## src/rtl/column_output_accumulator_pkg.sv

```systemverilog
// Shared types and saturating arithmetic helpers for the column output accumulator.
// Helpers work on a 64-bit signed carrier and clamp to a caller-given width.
package column_output_accumulator_pkg;

  typedef enum logic [1:0] {IDLE, ACCUM, DRAIN} state_t;

  localparam int WIDE = 64;

  function automatic logic signed [WIDE-1:0] sat_to_width(input logic signed [WIDE-1:0] value,
                                                          input int width);
    logic signed [WIDE-1:0] hi;
    logic signed [WIDE-1:0] lo;
    hi = (64'sd1 <<< (width - 1)) - 64'sd1;
    lo = -(64'sd1 <<< (width - 1));
    if (value > hi) return hi;
    if (value < lo) return lo;
    return value;
  endfunction

  // Operands must already be sign-extended; widths up to 62 bits cannot overflow the carrier.
  function automatic logic signed [WIDE-1:0] sat_add(input logic signed [WIDE-1:0] a,
                                                     input logic signed [WIDE-1:0] b,
                                                     input int width);
    return sat_to_width(a + b, width);
  endfunction

endpackage

```

## src/rtl/column_output_accumulator_sync_fifo.sv

```systemverilog
// Synchronous FIFO with occupancy count; depth must be a power of two.
// Memory is not reset, only pointers and count.
module sync_fifo #(
  parameter int WIDTH = 8,
  parameter int DEPTH = 4
) (
  input  logic                     clk,
  input  logic                     rst,
  input  logic                     push,
  input  logic [WIDTH-1:0]         push_data,
  input  logic                     pop,
  output logic [WIDTH-1:0]         pop_data,
  output logic                     full,
  output logic                     empty,
  output logic [$clog2(DEPTH):0]   count
);

  localparam int PTR_W = $clog2(DEPTH);

  logic [WIDTH-1:0] mem [DEPTH];
  logic [PTR_W-1:0] wr_ptr;
  logic [PTR_W-1:0] rd_ptr;
  logic             do_push;
  logic             do_pop;

  assign full     = (count == (PTR_W + 1)'(DEPTH));
  assign empty    = (count == '0);
  assign do_push  = push && !full;
  assign do_pop   = pop && !empty;
  assign pop_data = mem[rd_ptr];

  always_ff @(posedge clk) begin
    if (rst) begin
      wr_ptr <= '0;
      rd_ptr <= '0;
      count  <= '0;
    end else begin
      if (do_push) wr_ptr <= wr_ptr + PTR_W'(1);
      if (do_pop)  rd_ptr <= rd_ptr + PTR_W'(1);
      case ({do_push, do_pop})
        2'b10:   count <= count + (PTR_W + 1)'(1);
        2'b01:   count <= count - (PTR_W + 1)'(1);
        default: count <= count;
      endcase
    end
  end

  always_ff @(posedge clk) begin
    if (do_push) mem[wr_ptr] <= push_data;
  end

endmodule

```

## src/rtl/column_output_accumulator.sv

```systemverilog
// Accumulates one systolic column's psums across K-tiles and requantizes the last tile
// through a two-register pipeline (sum, post-process) into a small output FIFO.
module column_output_accumulator
  import column_output_accumulator_pkg::*;
#(
  parameter int DATA_WIDTH             = 8,
  parameter int ACCUMULATOR_DATA_WIDTH = 32,
  parameter int DEPTH                  = 16,
  parameter int FIFO_DEPTH             = 4,
  parameter int SHIFT_WIDTH            = 5
) (
  input  logic                                     CLK,
  input  logic                                     SYNC_RST,
  input  logic                                     EN,
  input  logic signed [ACCUMULATOR_DATA_WIDTH-1:0] PsumIn,
  input  logic                                     PsumValid,
  output logic                                     PsumReady,
  input  logic                                     FirstTile,
  input  logic                                     LastTile,
  input  logic                                     ReluEn,
  input  logic [SHIFT_WIDTH-1:0]                   Shift,
  output logic signed [DATA_WIDTH-1:0]             OutData,
  output logic                                     OutValid,
  input  logic                                     OutReady,
  output logic                                     TileDone,
  output logic                                     Busy
);

  localparam int ACC_W = ACCUMULATOR_DATA_WIDTH;
  localparam int ROW_W = $clog2(DEPTH);
  localparam int CNT_W = $clog2(FIFO_DEPTH) + 1;

  state_t                   state, state_nxt;
  logic [ROW_W-1:0]         row_idx;
  logic                     first_q, last_q, relu_q;
  logic [SHIFT_WIDTH-1:0]   shift_q;
  logic signed [ACC_W-1:0]  acc_mem [DEPTH];

  logic                     sum_valid;
  logic signed [ACC_W-1:0]  sum_q;
  logic                     pp_valid;
  logic [DATA_WIDTH-1:0]    pp_data;
  logic                     tile_done_q;

  logic                     accept, last_beat, eff_first, eff_last;
  logic signed [WIDE-1:0]   psum_ext, old_ext, sum_ext_q, pp_shifted;
  logic signed [ACC_W-1:0]  sum_acc;
  logic [DATA_WIDTH-1:0]    pp_next;

  logic                     fifo_push, fifo_pop, fifo_full, fifo_empty;
  logic [DATA_WIDTH-1:0]    fifo_out;
  logic [CNT_W-1:0]         fifo_count;
  logic [CNT_W:0]           in_flight;

  // Everything already committed to the output path counts against FIFO room, so nothing can be dropped.
  assign in_flight = {1'b0, fifo_count} + {{CNT_W{1'b0}}, pp_valid} + {{CNT_W{1'b0}}, sum_valid};
  assign PsumReady = !SYNC_RST && EN && (state != DRAIN) && !fifo_full &&
                     (in_flight < (CNT_W + 1)'(FIFO_DEPTH));
  assign accept    = PsumValid && PsumReady;
  assign last_beat = (row_idx == ROW_W'(DEPTH - 1));
  assign eff_first = (state == IDLE) ? FirstTile : first_q;
  assign eff_last  = (state == IDLE) ? LastTile  : last_q;

  assign psum_ext  = {{(WIDE - ACC_W){PsumIn[ACC_W-1]}}, PsumIn};
  assign old_ext   = {{(WIDE - ACC_W){acc_mem[row_idx][ACC_W-1]}}, acc_mem[row_idx]};
  assign sum_ext_q = {{(WIDE - ACC_W){sum_q[ACC_W-1]}}, sum_q};
  assign sum_acc   = eff_first ? PsumIn : ACC_W'(sat_add(old_ext, psum_ext, ACC_W));

  always_comb begin
    pp_shifted = sum_ext_q >>> shift_q;
    if (relu_q && (pp_shifted < 0)) pp_shifted = '0;
    pp_next = DATA_WIDTH'(sat_to_width(pp_shifted, DATA_WIDTH));
  end

  always_comb begin
    state_nxt = state;
    case (state)
      IDLE:    if (accept) state_nxt = ACCUM;
      ACCUM:   if (accept && last_beat) state_nxt = last_q ? DRAIN : IDLE;
      DRAIN:   if (!sum_valid && !pp_valid && fifo_empty) state_nxt = IDLE;
      default: state_nxt = IDLE;
    endcase
  end

  always_ff @(posedge CLK) begin
    if (SYNC_RST) begin
      state       <= IDLE;
      row_idx     <= '0;
      first_q     <= 1'b0;
      last_q      <= 1'b0;
      relu_q      <= 1'b0;
      shift_q     <= '0;
      sum_valid   <= 1'b0;
      sum_q       <= '0;
      pp_valid    <= 1'b0;
      pp_data     <= '0;
      tile_done_q <= 1'b0;
    end else begin
      state       <= state_nxt;
      tile_done_q <= accept && last_beat;
      if (accept) begin
        row_idx <= last_beat ? '0 : row_idx + ROW_W'(1);
        if (state == IDLE) begin
          first_q <= FirstTile;
          last_q  <= LastTile;
          relu_q  <= ReluEn;
          shift_q <= Shift;
        end
      end
      if (EN) begin
        sum_valid <= accept && eff_last;
        sum_q     <= sum_acc;
        pp_valid  <= sum_valid;
        pp_data   <= pp_next;
      end
    end
  end

  // Last-tile sums bypass the buffer, so entries keep their prior-tile values.
  always_ff @(posedge CLK) begin
    if (accept && !eff_last) acc_mem[row_idx] <= sum_acc;
  end

  assign fifo_push = pp_valid && EN;
  assign fifo_pop  = OutValid && OutReady;

  sync_fifo #(
    .WIDTH (DATA_WIDTH),
    .DEPTH (FIFO_DEPTH)
  ) u_out_fifo (
    .clk       (CLK),
    .rst       (SYNC_RST),
    .push      (fifo_push),
    .push_data (pp_data),
    .pop       (fifo_pop),
    .pop_data  (fifo_out),
    .full      (fifo_full),
    .empty     (fifo_empty),
    .count     (fifo_count)
  );

  assign OutValid = !fifo_empty;
  assign OutData  = fifo_empty ? '0 : fifo_out;
  assign TileDone = tile_done_q;
  assign Busy     = (state == ACCUM) || (state == DRAIN);

endmodule
```

## config.mk

```make
export PLATFORM = sky130hd
export DESIGN_NAME = column_output_accumulator
export DESIGN_NICKNAME = d
export VERILOG_FILES = /design/src/rtl/column_output_accumulator_pkg.sv /design/src/rtl/column_output_accumulator_sync_fifo.sv /design/src/rtl/column_output_accumulator.sv
export SDC_FILE = /design/constraint.sdc
export NUM_CORES = 1
export LEC_CHECK = 0
export BUFFER_PORTS_ARGS = -buffer_cell sky130_fd_sc_hd__buf_2
export CORE_ASPECT_RATIO = 0.9
export CORE_MARGIN = 1.5
export CORE_UTILIZATION = 38
export DETAILED_ROUTE_END_ITERATION = 8
export GPL_ROUTABILITY_DRIVEN = 0
export PLACE_DENSITY = 0.51
export RECOVER_POWER = 50
export SYNTH_ARGS = -nofsm -noshare
export SYNTH_HDL_FRONTEND = slang
export SYNTH_HIERARCHICAL = 1
export SYNTH_SLANG_ARGS = --single-unit
```

## constraint.sdc

```tcl
create_clock -name CLK -period 6.8 [get_ports CLK]
set_clock_uncertainty 0.15 [all_clocks]
set_input_delay 1.02 -clock CLK [delete_from_list [all_inputs] [get_ports CLK]]
set_output_delay 1.02 -clock CLK [all_outputs]
set_load 0.1 [all_outputs]
```

==> reports/qor.txt, run 1 <==
part of the cycle the worst path needs: 89.8%
final hold vios: 0
final worst path period need: 6100 ps
TritonCTS clock tree: done
Inserted Clock Buffers: 60
syn_nets: 1783
pwr dens: 276 nW/um^2
sum of internal, switching and leakage power: 8.50 mW
share of synthesized area occupied by flip-flops and latches: 64.5%
number of buffers added to fix hold violations after cts: 0
source-to-sink clock delay at the later pin of the worst-skew pair: 640 ps
violated checks: max-capacitance violations, max-slew violations
sinks on the clock net: 614
Cell Chain, Critical Path: buf_12, mux4_2, mux4_2, ha_1, nand4_1, nor2_1, o211ai_1, a2111o_1, a21oi_4, mux2_2, nor2_1, buf_4, a21oi_1
worst IR drop on VDD: 0.198 mV
post-synthesis average cell area: 16.3 sq um
overall routed net length: 72700 um
setup TNS: 0 ps
post-route worst hold slack: 326 ps
post-place instance area: 28900 sq um
required time at the endpoint of the critical path: 6880 ps
area of the die: 74000 sq um
CTS HTree Levels: 2
multi-input combinational cell area: 9190 sq um
number of rows in the core area: 93
count of pins over their slew limit: 408
maximum clock insertion buffer count: 3
headroom to the max-slew limit: -93.5%
Clock Root Buffer: sky130_fd_sc_hd__clkbuf_16
fmax: 164 MHz
leakage dissipation: 9.80 nW
Crit path max-delay family: compound AO/OA/AOI/OAI gates
All-Layer GR Usage: 19.8%
Worst Hold Path Cells: 2
# Max-Cap Violations: 16
DRC marker count from the first detailed-route iteration: 1650
share of cells above drive strength 1: 22.2%
Routed Antenna Nets: 0
cell count of the worst reg-to-reg path: 13
DR vias: 15600
Die Height: 258 um
Slowest Stage Delay on Critical Path: 1000 ps
Post-Syn Instances: 1691
critical path capture point type: register
Syn. warnings: 6
area of the placeable core: 71600 sq um
# Post-CTS Setup Buffers: 0
area taken by flip-flops and latches: 17700 sq um
total setup violations reported at the end of the flow: 0
count of buffer and inverter cells on the critical path: 2
Synth async-reset ratio: 0%
initial cell density of the core: 38.4%
top-level port count: 57
setup repair after global routing missed its margin: false
total of fill cells in the finished design: 6388
Cell Area, Synth: 27500 sq um
iteration count of the initial detailed-routing pass: 5
Total Nets Final: 1837
run status: complete, but fails checks
Post-Place Setup Slack: 787 ps
Hold Crit Class: register to register
sum of net half-perimeters after detailed placement: 44000 um
die width: 287 um
average wire length per cell after detail routing: 26.5 um
antenna violations before repair: 0
CP Launch Type: register
hold path startpoint: last_q
maximum number of pins on one net before global-route repair: 67
number of unique standard cell types used by synthesis: 79
post-layout instance area: 30800 sq um
instance count on the critical path: 13
number of gates resized after CTS: 0
primary flip-flop cell chosen by synthesis mapping: sky130_fd_sc_hd__edfxtp_1
critical-path maximum fanout: 30
CP Class: register to register
post-synthesis register bit count: 614
post-CTS clock slew at the launch and capture registers of the worst setup and hold paths: 60 ps
number of enable flip-flop cells after synthesis: 544
total congestion overflow: 0
setup slack after layout: 696 ps
Antenna diodes: 0
global-route wire length before repair: 107000 um
post-detailed-route DRC marker count: 0
Worst Tran Pin Value: 2900 ps
Port Buf Inserts: 56
area delta synth->final: 11.9%
via density per instance: 5.68
arrival time at the worst endpoint: 6180 ps
master of the slowest instance on the critical path: sky130_fd_sc_hd__a21oi_1
number of global-route vias before repair: 15700
state kept, by name, summed over array words and instances (netlist names), named ones only:
name               flops
last_q                 1
relu_q                 1
u_out_fifo/wr_ptr      2
acc_mem              512
u_out_fifo/count       3
TileDone               1
shift_q                5
pp_data                8
u_out_fifo/mem        32
state                  2
u_out_fifo/rd_ptr      2
first_q                1
row_idx                4
sum_q                 32
pp_valid               1
sum_valid              1
metal layers:
metal	vias to the layer above	share of wire (%)	GRT usage (%)
li1	6893	-	-
met1	8134	45	28.0
met2	455	48	32.4
met3	112	5.1	2.88
met5	-	0	0
met4	0	2.2	4.64
area by class of cell:
type,count,share of cell area [%]
sequential,614,57.7
multi-input combinational,939,29.9
clock buffer,79,5.35
tap,950,3.86
timing repair buffer,94,1.91
clock inverter,34,0.915
inverter,36,0.439
tightest hold or removal path, cell delays in order (launching register included):
cell,delay (ps)
sky130_fd_sc_hd__dfxtp_1,320
sky130_fd_sc_hd__nand2_1,60
sky130_fd_sc_hd__a21oi_1,50
synthesized netlist by cell type, drive strengths merged, types with 13 or more instances:
cell,instances,area (sq um)
and2,27,171
o21ai,65,359
mux2,24,274
a21oi,63,327
ha,45,563
edfxtp,544,16300
inv,36,135
nand3,13,65.1
nor2b,14,87.6
a311oi,24,216
nor3,18,100
buf,34,180
xor2,19,166
mux2i,43,430
a21o,16,120
nor2,94,353
a211oi,21,158
clkbuf,68,255
mux4,186,4190
nand4,14,87.6
dfxtp,70,1400
nand2,124,465
layout by cell type, fill, tap and decap left out, drive strengths merged, types with 3 or more instances in the layout:
master    Yosys  final
o21ai        65     65
nand4        14     14
a21boi        3      3
inv          36     40
clkinv        0     24
a21o         16     16
a211oi       21     21
edfxtp      544    544
nand2       124    124
a22o          8      8
nor3b         4      4
buf          34     72
xnor2        12     12
o21a         11     11
nor2         94     94
clkinvlp      0      3
o211ai        8      8
a21oi        63     63
nand2b        9      9
ha           45     45
o32ai         3      3
and3          3      3
a31oi        12     12
o21bai        4      4
or3           6      6
mux4        186    186
a311oi       24     24
clkbuf       68    101
bufinv        0      3
mux2         24     24
nor3         18     18
nor2b        14     14
and2         27     27
a221o         3      3
dfxtp        70     70
mux2i        43     43
o22ai         4      4
xor2         19     19
nand3        13     13
per-stage QoR:
step | util, % | std cells
floorplan | - | 1691
global placement | 40.4 | 2633
detailed placement | 40.4 | 2633
CTS | 43.1 | 2746
global route | 43.0 | 2746
finish | 43.0 | 2746
cell families after synthesis:
| family | synth area share [%] |
|---|---|
| XOR/XNOR | 0.987 |
| flip-flops | 64.5 |
| AND/OR/NAND/NOR | 5.65 |
| multiplexers | 17.8 |
| adder cells (fa/ha/maj) | 2.19 |
| AO/OA/AOI/OAI | 6.83 |
| buffers and inverters | 2.07 |
path summary, 6_finish.rpt:
path                                       end  slack, ps
worst max-delay path            acc_mem[5][22]        700
worst min-delay path                    last_q        330
worst max register to register  acc_mem[5][22]        700
worst min register to register          last_q        330
power breakdown:
part / switching, mW / internal [mW]
Combinational: 0.579 / 0.307
Clock: 1.45 / 1.83
Sequential: 0.0491 / 4.29
Total: 2.08 / 6.42
(Power assumes the default switching activity.)
==> run 2: changes to the inputs <==
Settings changed: ABC_AREA from default to 1.
==> run 2 against run 1 <==
First-iteration DRC count increased by 25%. Sequential power rose by 11%. Maximum frequency increased by 9.8%. Register-to-register slack improved by 540 ps. Area after synthesis increased by 4.7%. Critical path depth is 2 lower. Critical endpoint is now acc_mem[14][16]. Flip-flop and latch count unchanged. Cell count increased by 37%. Count of clock-buffer cells in the layout grew 11. Largest cell class unchanged. Design area is 4.4% higher. Non-clock buffer count up 14. The run still ends with max-capacitance violations, max-slew violations left.
==> reports/qor.txt, run 2 <==
Net Sw Frac: 30.1% (was 24.4%)
Die Height: 264 um (was 258 um)
antenna violations before repair: 0 (unchanged)
leading cell types in the layout, fill and taps excluded: sky130_fd_sc_hd__edfxtp_1, sky130_fd_sc_hd__nand2_1, sky130_fd_sc_hd__o21ai_0 (was sky130_fd_sc_hd__edfxtp_1, sky130_fd_sc_hd__mux4_2, sky130_fd_sc_hd__nand2_1)
All-Layer GR Usage: 22.0% (was 19.8%)
total setup violations reported at the end of the flow: 0 (unchanged)
share of synthesized area occupied by flip-flops and latches: 61.6% (was 64.5%)
setup slack after layout: 1240 ps (was 696 ps)
worst IR drop on VDD: 0.208 mV (was 0.198 mV)
required time at the endpoint of the critical path: 6760 ps (was 6880 ps)
Antenna diodes: 0 (unchanged)
TritonCTS clock tree: done (unchanged)
CTS HTree Levels: 3 (was 2)
top-level port count: 57 (unchanged)
DR vias: 20400 (was 15600)
number of gates resized after CTS: 0 (unchanged)
source-to-sink clock delay at the later pin of the worst-skew pair: 600 ps (was 640 ps)
Hold Crit Class: register to register (unchanged)
highest routed layer: met4 (unchanged)
top flop regs: acc_mem (512), sum_q (32), u_out_fifo/mem (32) (unchanged)
final worst path period need: 5560 ps (was 6100 ps)
Clock Root Buffer: sky130_fd_sc_hd__clkbuf_16 (unchanged)
maximum clock insertion buffer count: 3 (unchanged)
most common cell after layout, fill and taps aside: sky130_fd_sc_hd__edfxtp_1 (unchanged)
share of cells above drive strength 1: 8.30% (was 22.2%)
Post-Place Setup Slack: 1540 ps (was 787 ps)
amount of wire on met2 after detailed routing: 38500 um (was 34800 um)
violated checks: max-capacitance violations, max-slew violations (unchanged)
critical-path maximum fanout: 31 (was 30)
CP Launch Type: register (unchanged)
count of buffer and inverter cells on the critical path: 3 (was 2)
fmax: 180 MHz (was 164 MHz)
CP Class: register to register (unchanged)
most repeated cell in the gate-level netlist after synthesis: sky130_fd_sc_hd__edfxtp_1 (unchanged)
cell seen most often among critical-path stages: sky130_fd_sc_hd__nand2_1
post-synthesis register bit count: 614 (unchanged)
pwr dens: 326 nW/um^2 (was 276 nW/um^2)
Cell Area, Synth: 28800 sq um (was 27500 sq um)
syn_nets: 2799 (was 1783)
Most flops, register: acc_mem (unchanged)
Clock Power Share: 33.7% (was 38.6%)
post-synthesis average cell area: 10.6 sq um (was 16.3 sq um)
Area contributors post-synth: sky130_fd_sc_hd__edfxtp_1, sky130_fd_sc_hd__nand2_1, sky130_fd_sc_hd__dfxtp_1 (was sky130_fd_sc_hd__edfxtp_1, sky130_fd_sc_hd__mux4_2, sky130_fd_sc_hd__dfxtp_1)
global-route wire length before repair: 127000 um (was 107000 um)
via density per instance: 5.44 (was 5.68)
number of global-route vias before repair: 19600 (was 15700)
arrival time at the worst endpoint: 5520 ps (was 6180 ps)
max FFs per register: 512 (unchanged)
Slowest Stage Delay on Critical Path: 2640 ps (was 1000 ps)
# Max-Cap Violations: 22 (was 16)
DRC marker count from the first detailed-route iteration: 2065 (was 1650)
Routed Antenna Nets: 0 (unchanged)
sum of internal, switching and leakage power: 10.5 mW (was 8.50 mW)
initial cell density of the core: 38.5% (was 38.4%)
sinks on the clock net: 614 (unchanged)
post-CTS clock slew at the launch and capture registers of the worst setup and hold paths: 60 ps (about the same)
sum of net half-perimeters after detailed placement: 53500 um (was 44000 um)
setup repair after global routing missed its margin: false (unchanged)
Total Nets Final: 2828 (was 1837)
primary flip-flop cell chosen by synthesis mapping: sky130_fd_sc_hd__edfxtp_1 (unchanged)
critical path capture point type: register (unchanged)
post-detailed-route DRC marker count: 0 (unchanged)
total congestion overflow: 0 (unchanged)
average wire length per cell after detail routing: 22.8 um (was 26.5 um)
WL met1: 40100 um (was 32600 um)
number of unique standard cell types used by synthesis: 47 (was 79)
maximum number of pins on one net before global-route repair: 85 (was 67)
count of pins over their slew limit: 532 (was 408)
Crit path max-delay family: buffers and inverters (was compound AO/OA/AOI/OAI gates)
biggest area consumer among synthesized cells: sky130_fd_sc_hd__edfxtp_1 (unchanged)
run status: complete, but fails checks (unchanged)
Inserted Clock Buffers: 67 (was 60)
Cell Chain, Critical Path: ha_1, nand2_1, inv_1, o21ai_0, nand4_1, inv_1, nand2_1, nor2_1, nand2_1, nor2_1, clkbuf_1 (was buf_12, mux4_2, mux4_2, ha_1, nand4_1, nor2_1, o211ai_1, a2111o_1, a21oi_4, mux2_2, nor2_1, buf_4, a21oi_1)
Synth async-reset ratio: 0% (unchanged)
final hold vios: 0 (unchanged)
area delta synth->final: 11.5% (was 11.9%)
# Post-CTS Setup Buffers: 0 (unchanged)
Detail Route met3 WL: 5240 um (was 3690 um)
internal power consumption: 7.32 mW (was 6.42 mW)
part of the cycle the worst path needs: 81.8% (was 89.8%)
Port Buf Inserts: 56 (unchanged)
setup TNS: 0 ps (unchanged)
iteration count of the initial detailed-routing pass: 6 (was 5)
part of the total power dissipated in sequential elements: 45.7% (was 51.0%)
number of rows in the core area: 95 (was 93)
die width: 293 um (was 287 um)
area share of the leading cell type in the synthesized netlist: 56.7% (was 59.4%)
area of the placeable core: 74900 sq um (was 71600 sq um)
master of the slowest instance on the critical path: sky130_fd_sc_hd__clkbuf_1 (was sky130_fd_sc_hd__a21oi_1)
Worst Tran Pin Value: 3690 ps (was 2900 ps)
Syn. warnings: 6 (unchanged)
headroom to the max-slew limit: -146% (was -93.5%)
cell types with the highest counts after synthesis: sky130_fd_sc_hd__edfxtp_1, sky130_fd_sc_hd__nand2_1, sky130_fd_sc_hd__o21ai_0 (was sky130_fd_sc_hd__edfxtp_1, sky130_fd_sc_hd__mux4_2, sky130_fd_sc_hd__nand2_1)
area of the die: 77500 sq um (was 74000 sq um)
Post-Syn Instances: 2707 (was 1691)
number of enable flip-flop cells after synthesis: 544 (unchanged)
switching power total: 3.15 mW (was 2.08 mW)
overall routed net length: 85600 um (was 72700 um)
share of power burned in combinational logic: 20.6% (was 10.4%)
number of buffers added to fix hold violations after cts: 0 (unchanged)
leakage dissipation: 11.6 nW (was 9.80 nW)
-- run 2: area by class of cell --
| cell class | count | area, sq um |
|---|---|---|
| fill | 7115 | 42800 |
| inverter | 259 | 977 |
| tap | 970 | 1210 |
| clock buffer | 90 | 1870 |
| sequential | 614 | 17700 |
| clock inverter | 25 | 225 |
| timing repair buffer | 108 | 668 |
| multi-input combinational | 1686 | 9430 |
-- run 2: final timing paths --
check / start / to / slack [ps] / cells after the start
worst min-delay path: first_q / first_q / 310 / 2
worst max register to register: sum_valid / acc_mem[14][16] / 1240 / 11
worst min register to register: first_q / first_q / 310 / 2
worst max-delay path: sum_valid / acc_mem[14][16] / 1240 / 11
-- run 2: metal layers --
metal	GRT usage, %	vias to the layer above
li1	-	9647
met1	32.1	10000
met5	0	-
met3	3.64	107
met2	34.4	603
met4	4.92	0
-- run 2: power groups by stage --
stage | clock network, mW | registers [mW] | logic, mW
after floorplan | 0 | 4.79 | 1.53
after global placement | 0 | 4.86 | 2.11
after detailed placement | 0 | 4.87 | 2.14
after CTS | 3.59 | 4.79 | 2.15
after global routing | 3.73 | 4.79 | 2.41
final | 3.53 | 4.79 | 2.16
-- run 2: cell families (layout without fill, tap and decap cells) --
logic type	Yosys count	count (layout)	synth area share, %
flops	614	614	61.6
xor+xnor	25	25	0.760
buf+inv	407	482	5.78
compound gates	671	671	13.2
mux	131	131	4.55
fa+ha+maj	47	47	2.09
simple gates	812	812	12.1
-- run 2: worst reg2reg max path, delay by kind of cell (launching register included) --
kind	cells	cell delay, ps
DFF	1	340
buffers and inverters	3	2770
and+or+nand+nor	6	1260
AOI/OAI and AO/OA	1	220
adders and majority gates	1	300
-- run 2: metrics by stage --
| step | instance area (sq um) | utilization [%] | hold WS [ps] | instances |
|---|---|---|---|---|
| 2_1_floorplan | 28800 | - | 279 | 2707 |
| 3_3_place_gp | 30200 | 40.4 | 293 | 3637 |
| 3_5_place_dp | 30200 | 40.4 | 304 | 3637 |
| 4_1_cts | 32300 | 43.2 | 312 | 3752 |
| 5_1_grt | 32100 | 42.9 | 334 | 3752 |
| 6_report | 32100 | 42.9 | 306 | 3752 |
